--- config.mk ---
export PLATFORM = sky130hd
export DESIGN_NAME = bch_uart_cmd_rx
export DESIGN_NICKNAME = d
export VERILOG_FILES = /design/src/rtl/bch_uart_cmd_rx.sv
export SDC_FILE = /design/constraint.sdc
export NUM_CORES = 1
export LEC_CHECK = 0
export CAP_MARGIN = 5
export CORE_MARGIN = 2
export CORE_UTILIZATION = 58
export DETAILED_ROUTE_END_ITERATION = 10
export PLACE_DENSITY = 0.8
export SETUP_SLACK_MARGIN = 0.02
export SYNTH_ARGS = -nofsm -noshare
export SYNTH_HDL_FRONTEND = slang
export SYNTH_SLANG_ARGS = --single-unit
--- constraint.sdc ---
create_clock -name clk -period 3.9 [get_ports clk]
set_input_delay 0.78 -clock clk [delete_from_list [all_inputs] [get_ports clk]]
set_output_delay 0.78 -clock clk [all_outputs]
set_load 0.005 [all_outputs]
--- src/rtl/bch_uart_cmd_rx.sv ---
// UART 8N1 command receiver: deserialises bytes, parses the 5-byte A5 frame and
// hands one validated BCH configuration word downstream over valid/ready.
module bch_uart_cmd_rx #(
  parameter int CLKS_PER_BIT = 5208,
  parameter int TIMEOUT_CLKS = 104160,
  parameter int MAX_ERRORS   = 13
) (
  input  logic       clk,
  input  logic       rstn,
  input  logic       uart_rx,
  input  logic       cfg_ready,
  input  logic       clr_status,
  output logic       cfg_valid,
  output logic       cfg_bch_coding,
  output logic       cfg_gen_noise,
  output logic       cfg_rand_errors,
  output logic [7:0] cfg_num_errors,
  output logic [7:0] cfg_data,
  output logic [7:0] frame_err_cnt,
  output logic [7:0] chk_err_cnt,
  output logic       overrun
);
  localparam int CW = $clog2(CLKS_PER_BIT);
  localparam int TW = $clog2(TIMEOUT_CLKS + 1);
  localparam logic [CW-1:0] BIT_LAST  = CW'(CLKS_PER_BIT - 1);
  localparam logic [CW-1:0] HALF_LAST = CW'(CLKS_PER_BIT / 2 - 1);
  localparam logic [TW-1:0] TMO_LAST  = TW'(TIMEOUT_CLKS - 1);
  localparam logic [7:0]    SYNC_BYTE = 8'hA5;
  localparam logic [7:0]    NERR_MAX  = 8'(MAX_ERRORS);

  typedef enum logic [1:0] {RX_IDLE, RX_START, RX_DATA, RX_STOP} rx_state_t;
  typedef enum logic [2:0] {P_SYNC, P_CTRL, P_NERR, P_DATA, P_CHK} p_state_t;

  rx_state_t rx_state, rx_next;
  p_state_t  p_state, p_next;

  logic          rx_s1, rx_s2, rx_prev;
  logic          rx_fall;
  logic [CW-1:0] bit_cnt;
  logic [2:0]    bit_idx;
  logic [7:0]    shreg;
  logic          samp;
  logic          byte_valid, stop_err;
  logic [TW-1:0] tmo_cnt;
  logic          tmo_hit;
  logic [7:0]    ctrl_r, nerr_r, data_r;
  logic          frame_done, frame_good, frame_bad;
  logic          hs;

  // Synchroniser idles high so reset never looks like a start bit.
  always_ff @(posedge clk or negedge rstn) begin
    if (!rstn) begin
      rx_s1   <= 1'b1;
      rx_s2   <= 1'b1;
      rx_prev <= 1'b1;
    end else begin
      rx_s1   <= uart_rx;
      rx_s2   <= rx_s1;
      rx_prev <= rx_s2;
    end
  end

  assign rx_fall = rx_prev & ~rx_s2;

  always_ff @(posedge clk or negedge rstn) begin
    if (!rstn) rx_state <= RX_IDLE;
    else       rx_state <= rx_next;
  end

  always_comb begin
    rx_next = rx_state;
    samp    = 1'b0;
    case (rx_state)
      RX_IDLE:  if (rx_fall) rx_next = RX_START;
      RX_START: if (bit_cnt == HALF_LAST) begin
        samp    = 1'b1;
        rx_next = rx_s2 ? RX_IDLE : RX_DATA;
      end
      RX_DATA:  if (bit_cnt == BIT_LAST) begin
        samp = 1'b1;
        if (bit_idx == 3'd7) rx_next = RX_STOP;
      end
      RX_STOP:  if (bit_cnt == BIT_LAST) begin
        samp    = 1'b1;
        rx_next = RX_IDLE;
      end
      default:  rx_next = RX_IDLE;
    endcase
  end

  always_ff @(posedge clk or negedge rstn) begin
    if (!rstn) begin
      bit_cnt    <= '0;
      bit_idx    <= '0;
      shreg      <= '0;
      byte_valid <= 1'b0;
      stop_err   <= 1'b0;
    end else begin
      bit_cnt    <= (rx_state == RX_IDLE || samp) ? '0 : bit_cnt + 1'b1;
      byte_valid <= (rx_state == RX_STOP) && samp && rx_s2;
      stop_err   <= (rx_state == RX_STOP) && samp && !rx_s2;
      if (rx_state == RX_START) bit_idx <= '0;
      if (rx_state == RX_DATA && samp) begin
        shreg   <= {rx_s2, shreg[7:1]};
        bit_idx <= bit_idx + 1'b1;
      end
    end
  end

  // Inter-byte watchdog, only armed once a frame has started.
  always_ff @(posedge clk or negedge rstn) begin
    if (!rstn)                             tmo_cnt <= '0;
    else if (p_state == P_SYNC || byte_valid) tmo_cnt <= '0;
    else                                   tmo_cnt <= tmo_cnt + 1'b1;
  end

  assign tmo_hit = (p_state != P_SYNC) && !byte_valid && (tmo_cnt == TMO_LAST);

  always_ff @(posedge clk or negedge rstn) begin
    if (!rstn) p_state <= P_SYNC;
    else       p_state <= p_next;
  end

  always_comb begin
    p_next     = p_state;
    frame_done = 1'b0;
    if (stop_err || tmo_hit) begin
      p_next = P_SYNC;
    end else if (byte_valid) begin
      case (p_state)
        P_SYNC:  if (shreg == SYNC_BYTE) p_next = P_CTRL;
        P_CTRL:  p_next = P_NERR;
        P_NERR:  p_next = P_DATA;
        P_DATA:  p_next = P_CHK;
        P_CHK: begin
          p_next     = P_SYNC;
          frame_done = 1'b1;
        end
        default: p_next = P_SYNC;
      endcase
    end
  end

  always_ff @(posedge clk or negedge rstn) begin
    if (!rstn) begin
      ctrl_r <= '0;
      nerr_r <= '0;
      data_r <= '0;
    end else if (byte_valid) begin
      if (p_state == P_CTRL) ctrl_r <= shreg;
      if (p_state == P_NERR) nerr_r <= shreg;
      if (p_state == P_DATA) data_r <= shreg;
    end
  end

  assign frame_good = frame_done && (shreg == (ctrl_r ^ nerr_r ^ data_r)) && (nerr_r <= NERR_MAX);
  assign frame_bad  = frame_done && !frame_good;
  assign hs         = cfg_valid && cfg_ready;

  // A frame landing on a handshake cycle reloads instead of overrunning.
  always_ff @(posedge clk or negedge rstn) begin
    if (!rstn) begin
      cfg_valid       <= 1'b0;
      cfg_bch_coding  <= 1'b0;
      cfg_gen_noise   <= 1'b0;
      cfg_rand_errors <= 1'b0;
      cfg_num_errors  <= '0;
      cfg_data        <= '0;
    end else if (frame_good && (!cfg_valid || cfg_ready)) begin
      cfg_valid       <= 1'b1;
      cfg_bch_coding  <= ctrl_r[0];
      cfg_gen_noise   <= ctrl_r[1];
      cfg_rand_errors <= ctrl_r[2];
      cfg_num_errors  <= nerr_r;
      cfg_data        <= data_r;
    end else if (hs) begin
      cfg_valid <= 1'b0;
    end
  end

  function automatic logic [7:0] sat_add(input logic [7:0] a, input logic [1:0] n);
    logic [8:0] s;
    s = {1'b0, a} + {7'b0, n};
    return s[8] ? 8'hFF : s[7:0];
  endfunction

  always_ff @(posedge clk or negedge rstn) begin
    if (!rstn) begin
      frame_err_cnt <= '0;
      chk_err_cnt   <= '0;
      overrun       <= 1'b0;
    end else if (clr_status) begin
      frame_err_cnt <= '0;
      chk_err_cnt   <= '0;
      overrun       <= 1'b0;
    end else begin
      frame_err_cnt <= sat_add(frame_err_cnt, {1'b0, stop_err} + {1'b0, tmo_hit});
      chk_err_cnt   <= sat_add(chk_err_cnt, {1'b0, frame_bad});
      if (frame_good && cfg_valid && !cfg_ready) overrun <= 1'b1;
    end
  end

endmodule

==> qor.yml <==
ir_drop_uv: 199.4
path_clk_slew_ps: 100
fin_skew_ps: 16.56
synth_largest_area_cell: "dfrtp_1"
vias: 3345
worst-r2r-setup-slack_ps: 790
async_flop_share_pct: 100.0
grt_pass1_wl_um: 15680
yosys-top-cells-area: "dfrtp_1, mux2_2, xnor2_1"
die_x_um: 98.35
fmax_ghz: 0.3219
ys_seq_area_share_pct: 54.36
syn-num-nets: 460
die_area_um2: 9672
hold_viol_final: 0
cts-buffers-inserted: 9
antenna_found_initial: 0
setup_tns_ps: 0
synth_cell_types: 48
slew_violations: 0
cts_hold_buf: 0
drive_gt1_share_pct: 16.16
gp_congestion: 0.8010
num_antenna_cells: 0
clock_latency_ps: 360
clock-sinks: 112
dr.first_iter.drc_count: 119
required_ps: 4160
synth_most_common_cell: "dfrtp_1"
rsz0062_at_grt: "false"
cts_root_buffer: "clkbuf_8"
max_slew_margin_pct: 54.90
status: "completed"
dp_hpwl_um: 6234
path_class: "reg -> reg"
ys.flop_type: "dfrtp_1"
htree_levels: 3
ioPinCount: 42
wirelength_um: 8871
netlist_area_um2: 5162
r2r-end: "frame_err_cnt[0]"
drc: 0
core-area_um2: 8678
nets: 504
cp_max_fo: 5
rr_worst_depth: 10
cp.arrival_ps: 3370
p_leak_uw: 0.002690
rr_startpoint: "tmo_cnt[13]"
syn_inst: 447
die_y_um: 98.35
cts_tree: "built"
start_util_pct: 59.49
dp.cells: 588
end_kind: "flip-flop"
cts.path.max_buffers: 2
yosysWarnings: 0
overflow: 0
setup-violations-final: 0
syn_to_final_growth_pct: 14.61
synth-seq-cells: 112
power_density_nw_per_um2: 342.1
syn_area_per_cell_um2: 11.55
hold_ws_ps: 332.3
wire_per_inst_um: 14.71
instances_no_fill: 603
startpoint_type: "flip-flop"
final.period_utilization_pct: 79.65
vias_per_cell: 5.547
worst_pin_slew_ps: 674.0
period_needed_ps: 3107
postRouteAntennaNets: 0
synth_top_cell_area_share_pct: 52.84
netlist_top_cells_count: "dfrtp_1, nor2_1, mux2_2"
hold_path_class: "in -> async"
core.rowCount: 34
cap_violations: 0
synth-edff-count: 0
postCtsSetupRepairBufs: 0
gr-usage-all-layers_pct: 19.65
numPortBuffers: 41
grt_start_max_net_pins: 42
cts_resized: 0
drtPass1Iterations: 4
grt_pass1_vias: 3433
state kept, by name, summed over array words and instances, names as in the netlist, named ones only:
name,count
ctrl_r,8
cfg_bch_coding,1
byte_valid,1
frame_err_cnt,8
rx_s1,1
cfg_valid,1
shreg,8
stop_err,1
tmo_cnt,17
data_r,8
cfg_num_errors,8
overrun,1
cfg_data,8
rx_s2,1
chk_err_cnt,8
rx_prev,1
bit_idx,3
p_state,3
cfg_gen_noise,1
cfg_rand_errors,1
rx_state,1
bit_cnt,13
nerr_r,8
logic make-up (layout without fill, tap and decap cells):
kind of cell,count (synthesis),after routing,share of synthesized area (%)
buf+inv,28,76,2.205
flops,112,112,54.36
fa+ha+maj,8,8,2.084
simple gates,159,159,16.99
mux,50,50,11.29
compound gates,37,37,4.072
xor+xnor,53,53,8.992
per-layer routing:
metal / part of all wire, % / wire length, um / global-route usage, %
met5: 0 / 0 / 0
met3: 3.2 / 286 / 4.366
met1: 44 / 3893 / 25.29
met2: 52 / 4579 / 33.59
met4: 1.3 / 112 / 5.796
area by class of cell:
type | instances | area [um^2]
Inverter | 17 | 63.81
Clock inverter | 6 | 115.1
Fill cell | 628 | 2761
Multi-Input combinational cell | 307 | 2242
Clock buffer | 9 | 123.9
Tap cell | 108 | 135.1
Timing Repair Buffer | 44 | 430.4
Sequential cell | 112 | 2806
worst max-delay path by stage:
stage	from	endpoint	slack, ps	cells after the start
3_5_place_dp	tmo_cnt[13]	frame_err_cnt[0]	820	10
5_1_grt	tmo_cnt[13]	frame_err_cnt[0]	590	10
6_report	tmo_cnt[13]	frame_err_cnt[0]	790	10
4_1_cts	tmo_cnt[13]	frame_err_cnt[0]	790	10
3_3_place_gp	tmo_cnt[13]	frame_err_cnt[0]	890	10
2_1_floorplan	tmo_cnt[13]	frame_err_cnt[0]	1070	10
report_power, final:
| group | internal [uW] | total [uW] | switching [uW] |
|---|---|---|---|
| Clock | 429 | 809 | 380 |
| Combinational | 10.5 | 41.7 | 31.2 |
| Sequential | 1170 | 1170 | 6.75 |
| Total | 1610 | 2020 | 418 |
cell usage in the layout, fill, tap and decap left out, drive strengths merged, types with 19 or more instances in the layout:
cell type        n
dfrtp          109
nor2            48
mux2            48
clkdlybuf4s50   40
xnor2           28
xor2            25
nand3           21
a21oi           20
nand2           20
inv             19
worst max-delay path: stages (launching register included):
cell and delay, ps:
dfrtp_1 410, or4b_2 670, nor4_1 200, nand3_1 160, fa_1 410, inv_1 70
ha_1 160, and3_1 210, nand2_1 110, or3_1 440, a21oi_1 180
through the flow:
step	cell area (um^2)	total power [uW]	utilization (%)	worst slack [ps]
2_1_floorplan	5162	1207	-	1066
3_3_place_gp	5678	1239	65.43	894.9
3_5_place_dp	5678	1240	65.43	823.1
4_1_cts	5917	2048	68.18	785.9
5_1_grt	5917	2093	68.18	590.4
6_report	5917	2024	68.18	793.5
No activity file was read; power rests on OpenSTA's default activity.
